$ cat src/rtl/vga_rgb_source.sv
// VGA timing generator and RGB test-pattern source.
// Optional macro: VGA_RGB_SOURCE_FRAME_COUNTER_EN (scrolling patterns).
module vga_rgb_source #(
  parameter int H_VIS  = 640,
  parameter int H_FP   = 16,
  parameter int H_SYNC = 96,
  parameter int H_BP   = 48,
  parameter int V_VIS  = 480,
  parameter int V_FP   = 10,
  parameter int V_SYNC = 2,
  parameter int V_BP   = 33
) (
  input  logic       clk,
  input  logic       reset,
  input  logic [1:0] mode,
  output logic       hsync,
  output logic       vsync,
  output logic       visible,
  output logic [9:0] hpos,
  output logic [9:0] vpos,
  output logic [7:0] dr,
  output logic [7:0] dg,
  output logic [7:0] db
);

  localparam logic [9:0] H_LAST = 10'(H_VIS + H_FP + H_SYNC + H_BP - 1);
  localparam logic [9:0] V_LAST = 10'(V_VIS + V_FP + V_SYNC + V_BP - 1);
  localparam logic [9:0] H_ACT  = 10'(H_VIS);
  localparam logic [9:0] V_ACT  = 10'(V_VIS);
  localparam logic [9:0] HS_BEG = 10'(H_VIS + H_FP);
  localparam logic [9:0] HS_END = 10'(H_VIS + H_FP + H_SYNC);
  localparam logic [9:0] VS_BEG = 10'(V_VIS + V_FP);
  localparam logic [9:0] VS_END = 10'(V_VIS + V_FP + V_SYNC);

  logic [9:0] h;
  logic [9:0] v;
  logic [1:0] mode_q;
  logic       run;
  logic       h_last;
  logic       wrap;
  logic       vis_n;
  logic       hs_n;
  logic       vs_n;
  logic [2:0] idx;
  logic [7:0] grad_r;
  logic [7:0] chk;
  logic [7:0] r_n;
  logic [7:0] g_n;
  logic [7:0] b_n;

`ifdef VGA_RGB_SOURCE_FRAME_COUNTER_EN
  logic [7:0] frame;

  always_ff @(posedge clk or posedge reset) begin
    if (reset) begin
      frame <= '0;
    end else if (run && wrap) begin
      frame <= frame + 8'd1;
    end
  end

  assign grad_r = h[7:0] + frame;
  assign idx    = h[8:6] + frame[7:5];
`else
  assign grad_r = h[7:0];
  assign idx    = h[8:6];
`endif

  assign h_last = (h == H_LAST);
  assign wrap   = h_last && (v == V_LAST);
  assign vis_n  = (h < H_ACT) && (v < V_ACT);
  assign hs_n   = !((h >= HS_BEG) && (h < HS_END));
  assign vs_n   = !((v >= VS_BEG) && (v < VS_END));
  assign chk    = {8{h[5] ^ v[5]}};

  always_comb begin
    r_n = '0;
    g_n = '0;
    b_n = '0;
    if (vis_n) begin
      unique case (mode_q)
        2'd0: begin
          r_n = grad_r;
          g_n = v[7:0];
          b_n = h[7:0] ^ v[7:0];
        end
        2'd1: begin
          r_n = 8'hFF;
          g_n = 8'hFF;
          b_n = 8'hFF;
        end
        2'd2: begin
          r_n = {8{idx[2]}};
          g_n = {8{idx[1]}};
          b_n = {8{idx[0]}};
        end
        default: begin
          r_n = chk;
          g_n = chk;
          b_n = chk;
        end
      endcase
    end
  end

  // First edge after reset only (re)enters frame start; outputs follow one edge later.
  always_ff @(posedge clk or posedge reset) begin
    if (reset) begin
      run     <= 1'b0;
      h       <= '0;
      v       <= '0;
      mode_q  <= '0;
      hsync   <= 1'b1;
      vsync   <= 1'b1;
      visible <= 1'b0;
      hpos    <= '0;
      vpos    <= '0;
      dr      <= '0;
      dg      <= '0;
      db      <= '0;
    end else if (!run) begin
      run    <= 1'b1;
      h      <= '0;
      v      <= '0;
      mode_q <= mode;
    end else begin
      h <= h_last ? '0 : h + 10'd1;
      if (h_last) begin
        v <= (v == V_LAST) ? '0 : v + 10'd1;
      end
      if (wrap) begin
        mode_q <= mode;
      end
      hsync   <= hs_n;
      vsync   <= vs_n;
      visible <= vis_n;
      hpos    <= h;
      vpos    <= v;
      dr      <= r_n;
      dg      <= g_n;
      db      <= b_n;
    end
  end

endmodule

$ cat config.mk
export PLATFORM = sky130hd
export DESIGN_NAME = vga_rgb_source
export DESIGN_NICKNAME = d
export VERILOG_FILES = /design/src/rtl/vga_rgb_source.sv
export SDC_FILE = /design/constraint.sdc
export NUM_CORES = 1
export LEC_CHECK = 0
export ABC_AREA = 1
export CAP_MARGIN = 20
export CORE_MARGIN = 5
export CORE_UTILIZATION = 35
export CTS_CLUSTER_SIZE = 30
export DETAILED_ROUTE_END_ITERATION = 7
export PLACE_DENSITY = 0.58
export SYNTH_ARGS = -nofsm -noshare
export SYNTH_HDL_FRONTEND = slang
export SYNTH_SLANG_ARGS = --single-unit
$ cat constraint.sdc
create_clock -name clk -period 4.2 [get_ports clk]
set_clock_uncertainty 0.05 [all_clocks]
set_input_delay 0.63 -clock clk [delete_from_list [all_inputs] [get_ports clk]]
set_output_delay 0.63 -clock clk [all_outputs]
set_load 0.1 [all_outputs]
==> impl_results.md, run 1 <==
* Fmax at 0.373 GHz
* Max-Cap Viols at 0
* CTS H-tree lvls at 3
* Fin. Hold Viols at 0
* First-pass GRT wire length at 14000 um
* Largest family of logic cells by synthesized area: simple AND/OR/NAND/NOR gates
* Initial antenna violation count at 0
* Avg Cell Area, Syn at 8.61 um2
* Mapped cell area at 3330 um2
* Complex-gate fraction of the synthesized area at 11.5%
* Placed Cells at 556
* Top-count cell post-synth: nand2_1
* Vias per Instance at 4.77
* Placed cell area at 3940 um2
* Top cells by area, synth: dfrtp_1 (51%), nand2_1 (11%), o21ai_0 (6.6%)
* Crit path max-delay family: buffers and inverters
* Worst-Skew Late Latency at 340 ps
* YS warnings at 0
* Final Max Slew Viols at 0
* CTS Buf Count at 9
* Fin util at 44.6%
* Crit path largest cell delay at 1130 ps
* Worst Hold Class: flip-flop to flip-flop
* Overall power at 1.88 mW
* Layout cell share with drive strength beyond 1 at 10.4%
* CP max stage cell: clkdlybuf4s50_1
* Pwr/cell area at 457 nW/um2
* Fill cells at 952
* Post-synth EDFFs at 0
* Die width at 108 um
* DR DRC count at 0
* Layout area overhead at 23.8%
* Clk buf depth at 2
* R2R cell count at 8
* Synth Flop Type: dfrtp_1
* HPWL after DPL at 5840 um
* Number of global-route vias before repair at 2675
* Syn Nets at 395
* Mapped Cells at 387
* Multi-input gate area at 1390 um2
* Post-CTS Setup Repair Bufs at 0
* Levels on crit path at 1
* CTS clk-pin slew, worst paths at 80 ps
* Final min period at 2680 ps
* Post-synth top cells: nand2_1 (101), dfrtp_1 (68), o21ai_0 (44)
* Storage cell area at 1750 um2
* Slew headroom at 35.0%
* Site Rows at 35
* Sequence of cells on the critical path: clkdlybuf4s50_1
* Lkg Pwr at 1.88 nW
* Setup TNS at 0 ps
* Core footprint at 9240 um2
* CP startpoint kind: flip-flop
* Distinct cells, synth at 31
* Final instance area at 4120 um2
* Crit-path max FO at 2
* Final worst path period share at 63.9%
* Mux contribution to synthesized area at 0%
* DRT iter0 DRCs at 161
* Die area at 11600 um2
* Post-route insts no fill at 572
* CP Class: flip-flop to output port
* Grt total ovfl at 0
* Crit path arrival time at 2000 ps
* Die Y at 108 um
* Post-synthesis xor/xnor area fraction at 1.58%
* Asr flop ratio synth at 100%
* Post-Synth Adder-Cell Area at 1.50%
* Worst VDD drop at 0.163 mV
* Diode count at 0
* # IOs at 51
* Largest net degree at the start of global routing at 66
* DR WL/cell at 14.4 um
* Setup violations, final at 0
* CTS hold repair buffers at 0
* CP endpoint kind: output port
* Synth area leader: dfrtp_1
* Starting density of the core at 36.0%
* CTS tree: done
* CP Buf/Inv Count at 1
* IO buf count at 50
* Root Driver: clkbuf_8
* Worst slew pin tran at 972 ps
* Outcome: finished, final reports clean
* Post-route ant nets at 0
* #FFs+latches synth at 70
* Vias at 2729
* Simple-Gate Fraction of Synth Area at 26.9%
* # nets final at 446
* Aggregate global-route resource usage at 15.4%
* CP required at 3520 ps
* Top cell type's share of synthesized area at 51.1%
* Drt pass-1 iters at 4
* Seq/Total Area, Yosys at 52.7%
* Cell depth of the worst hold path at 2
* Clock tree sinks at 70
* RePlAce Congestion at 0.848
* Routed WL at 8260 um
* RSZ-0062 raised after global routing: no
* Post-cts sizing count at 0
routing by layer:
metal | track usage [%] | part of all wire [%]
met1 | 22.4 | 48
met5 | 0 | 0
met3 | 3.84 | 7.1
met2 | 22.5 | 44
met4 | 4.69 | 0.90
final timing paths:
check | start | end | slack [ps]
max | vsync | vsync | 1520
min | db[3] | db[3] | 430
max reg2reg | h[0] | v[0] | 2460
min reg2reg | db[3] | db[3] | 430
max in group asynchronous | reset | vsync | 2470
min in group asynchronous | reset | hpos[2] | 630
through the flow:
stage                     hold WS (ps)  setup slack (ps)
after floorplan                    455              1760
after global placement             411              1880
after detailed placement           420              1880
after CTS                          440              1500
after global routing               457              1470
final                              431              1520
placed cells by master (no fill, tap or decap), types with 9 or more instances in the layout:
master,instances
clkbuf_8,9
clkdlybuf4s50_1,50
dfrtp_1,68
inv_1,27
nand2_1,101
nand3_1,22
nand4_1,10
nor2_1,34
o21ai_0,44
o21ai_1,9
report_power, final:
group,internal (mW),switching [mW]
Clock,0.273,0.253
Sequential,0.726,0.0358
Combinational,0.124,0.473
Total,1.12,0.762
state kept, by name (all words and copies together), names as in the netlist:
name,flops
dg,8
db,8
vsync,1
hsync,1
v,10
h,10
run,1
mode_q,2
hpos,10
visible,1
vpos,10
dr,8
cell type report:
| type | count | area share [%] |
|---|---|---|
| inverters | 31 | 2.82 |
| flip-flops and latches | 70 | 42.5 |
| well taps | 129 | 3.92 |
| repair buffers | 53 | 12.7 |
| clock inverters | 4 | 1.15 |
| multi-input cells | 273 | 33.6 |
| clock buffers | 12 | 3.28 |
logic make-up (layout without fill, tap and decap cells):
logic type | count (synthesis) | count (layout)
buf+inv | 44 | 100
compound gates | 70 | 70
flops | 70 | 70
simple gates | 192 | 192
other cells | 1 | 1
fa+ha+maj | 4 | 4
xor+xnor | 6 | 6
Power figures use the tool's default switching activity.
==> run 2, diff against run 1 <==
PLACE_DENSITY = 0.6   (was 0.58)
clock period = 2.2 ns   (was 4.2 ns; I/O delays follow)
==> run 2 against run 1 <==
Clock power grew 140%. Cell count grew 0.35%. Non-clock buffer count grew 2. Routed wire length grew 1.5%. Sequential share of layout area grew 0.29 points. Critical path depth grew 7. Count of clock-buffer cells in the layout shrank 3. First-iteration DRC count grew 29%. Sequential power grew 92%. Global-route usage is essentially flat. Design area shrank 0.67%. Largest power group unchanged.
==> impl_results.md, run 2 (synthesis results as in run 1) <==
* Setup TNS at 0 ps (unchanged)
* HPWL after DPL at 6040 um (+3.4%)
* Routed wl met3 at 447 um (-24%)
* Layout area overhead at 23.0%
* Drt pass-1 iters at 4 (unchanged)
* Most frequent cells in the layout: nand2_1 (101), dfrtp_1 (68), buf_4 (51)
* Critical R2R Launch: h[0]
* Lkg Pwr at 1.99 nW (+5.7%)
* Internal power at 2.35 mW (+110%)
* CTS hold repair buffers at 0 (unchanged)
* CP required at 2390 ps (-1130 ps)
* IO buf count at 50 (unchanged)
* Routed WL at 8380 um (+1.5%)
* Site Rows at 35 (unchanged)
* Worst setup path endpoint: v[7]
* CP startpoint kind: flip-flop
* Initial antenna violation count at 0 (unchanged)
* DR DRC count at 0 (unchanged)
* Placed Cells at 558 (+0.36%)
* CP max stage cell: dfrtp_1
* # nets final at 448 (+0.45%)
* Core footprint at 9240 um2 (unchanged)
* Die width at 108 um (unchanged)
* Placed cell area at 3850 um2 (-2.3%)
* Worst slack at placement at 547 ps (-1340 ps)
* Sequential fraction of design power at 37.9% (-2.5 points)
* CP endpoint kind: flip-flop
* Fin. Hold Viols at 0 (unchanged)
* Switch share at 39.0% (-1.5 points)
* CP Class: flip-flop to flip-flop
* Clock tree sinks at 70 (unchanged)
* Root Driver: clkbuf_8
* Worst VDD drop at 0.349 mV (+110%)
* R2R cell count at 8 (unchanged)
* Top layer in use: met4
* Overall power at 3.85 mW (+100%)
* Vias at 2759 (+1.1%)
* DR WL/cell at 14.6 um (+1.1%)
* CTS H-tree lvls at 3 (unchanged)
* Largest net degree at the start of global routing at 71 (+7.6%)
* Diode count at 0 (unchanged)
* Layout cell share with drive strength beyond 1 at 22.0% (+12 points)
* Die area at 11600 um2 (unchanged)
* Crit path largest cell delay at 450 ps (-680 ps)
* Post-route insts no fill at 574 (+0.35%)
* Number of global-route vias before repair at 2727 (+1.9%)
* First-pass GRT wire length at 14100 um (+0.80%)
* Final hold slack at 311 ps (-120 ps)
* DRT met1 WL at 3960 um (+0.33%)
* Post-CTS Setup Repair Bufs at 0 (unchanged)
* Fin util at 44.3% (-0.30 points)
* CTS clk-pin slew, worst paths at 80 ps (about the same)
* Outcome: finished, final reports clean
* Sequence of cells on the critical path: ha_1 > nand3_2 > nor2_4 > nand2_4 > nand2_4 > inv_1 > nand2_1 > nand2_1
* RR Endpoint: v[7]
* Worst-Skew Late Latency at 350 ps (about the same)
* CTS Buf Count at 9 (unchanged)
* Pwr/cell area at 940 nW/um2 (+110%)
* Final instance area at 4100 um2 (-0.67%)
* DRT iter0 DRCs at 207 (+29%)
* CTS tree: done
* Fmax at 0.597 GHz
* Clk buf depth at 2 (unchanged)
* # IOs at 51 (unchanged)
* Commonest non-fill, non-tap cell in the layout: nand2_1
* RSZ-0062 raised after global routing: no
* Final WS setup at 524 ps (-993 ps)
* Clk network pwr share at 33.1% (+5.2 points)
* Metal2 WL at 3760 um (+3.0%)
* Aggregate global-route resource usage at 15.4% (+0.044 points)
* Final worst path period share at 76.2%
* Worst Hold Class: primary input to asynchronous set/reset pin
* Post-route ant nets at 0 (unchanged)
* Final min period at 1680 ps
* Crit-path max FO at 17 (+15)
* Crit path arrival time at 1860 ps (-140 ps)
* Grt total ovfl at 0 (unchanged)
* Vias per Instance at 4.81 (+0.75%)
* Post-cts sizing count at 0 (unchanged)
* Setup violations, final at 0 (unchanged)
* Reg2Reg Setup Slack at 520 ps (-1940 ps)
* Die Y at 108 um (unchanged)
* Starting density of the core at 36.0% (unchanged)
* RePlAce Congestion at 0.869 (+2.4%)
* Max-Cap Viols at 0 (unchanged)
* Final Max Slew Viols at 0 (unchanged)
* NetSw at 1.50 mW (+97%)
* Comb power frac at 29.0% (-2.7 points)
* Worst setup startpoint: h[0]
-- run 2: cell types whose count changed in the layout (fill, tap and decap cells not counted), sizes merged --
| cell | delta |
|---|---|
| clkbuf | -3 |
| clkdlybuf4s50 | -47 |
| buf | +49 |
| clkinv | -2 |
| clkinvlp | +2 |
| inv | +1 |
| bufinv | +2 |
-- run 2: critical path: cells and delay by family (launching register included) --
kind                     cells  cell delay (ps)
AND/OR/NAND/NOR              6              670
flip-flops                   1              450
adder cells (fa/ha/maj)      1              230
buffers and inverters        1              130
-- run 2: area by class of cell --
class	count	area, um2
tap	129	161
fill	915	5140
sequential	70	1750
multi-input combinational	273	1390
clock inverter	7	121
inverter	31	116
timing repair buffer	55	433
clock buffer	9	124
-- run 2: how the worst min path moves through the flow --
stage,end,from,slack [ps]
2_1_floorplan,mode_q[0],mode[0],430
3_3_place_gp,hpos[9],hpos[9],410
4_1_cts,hpos[0],reset,330
3_5_place_dp,db[0],db[0],420
6_report,hpos[0],reset,310
5_1_grt,hpos[0],reset,370
-- run 2: power groups by stage --
stage / combinational [mW] / clock, mW / sequential (mW)
2_1_floorplan: 0.236 / 0 / 2.13
3_3_place_gp: 1.12 / 0 / 1.48
3_5_place_dp: 1.13 / 0 / 1.48
4_1_cts: 1.13 / 1.30 / 1.46
5_1_grt: 1.17 / 1.35 / 1.47
6_report: 1.12 / 1.28 / 1.46
-- run 2: metal layers --
layer | track usage [%] | up-vias
met3 | 3.72 | 18
met1 | 21.7 | 1297
li1 | - | 1366
met2 | 22.7 | 78
met5 | 0 | -
met4 | 6.22 | 0
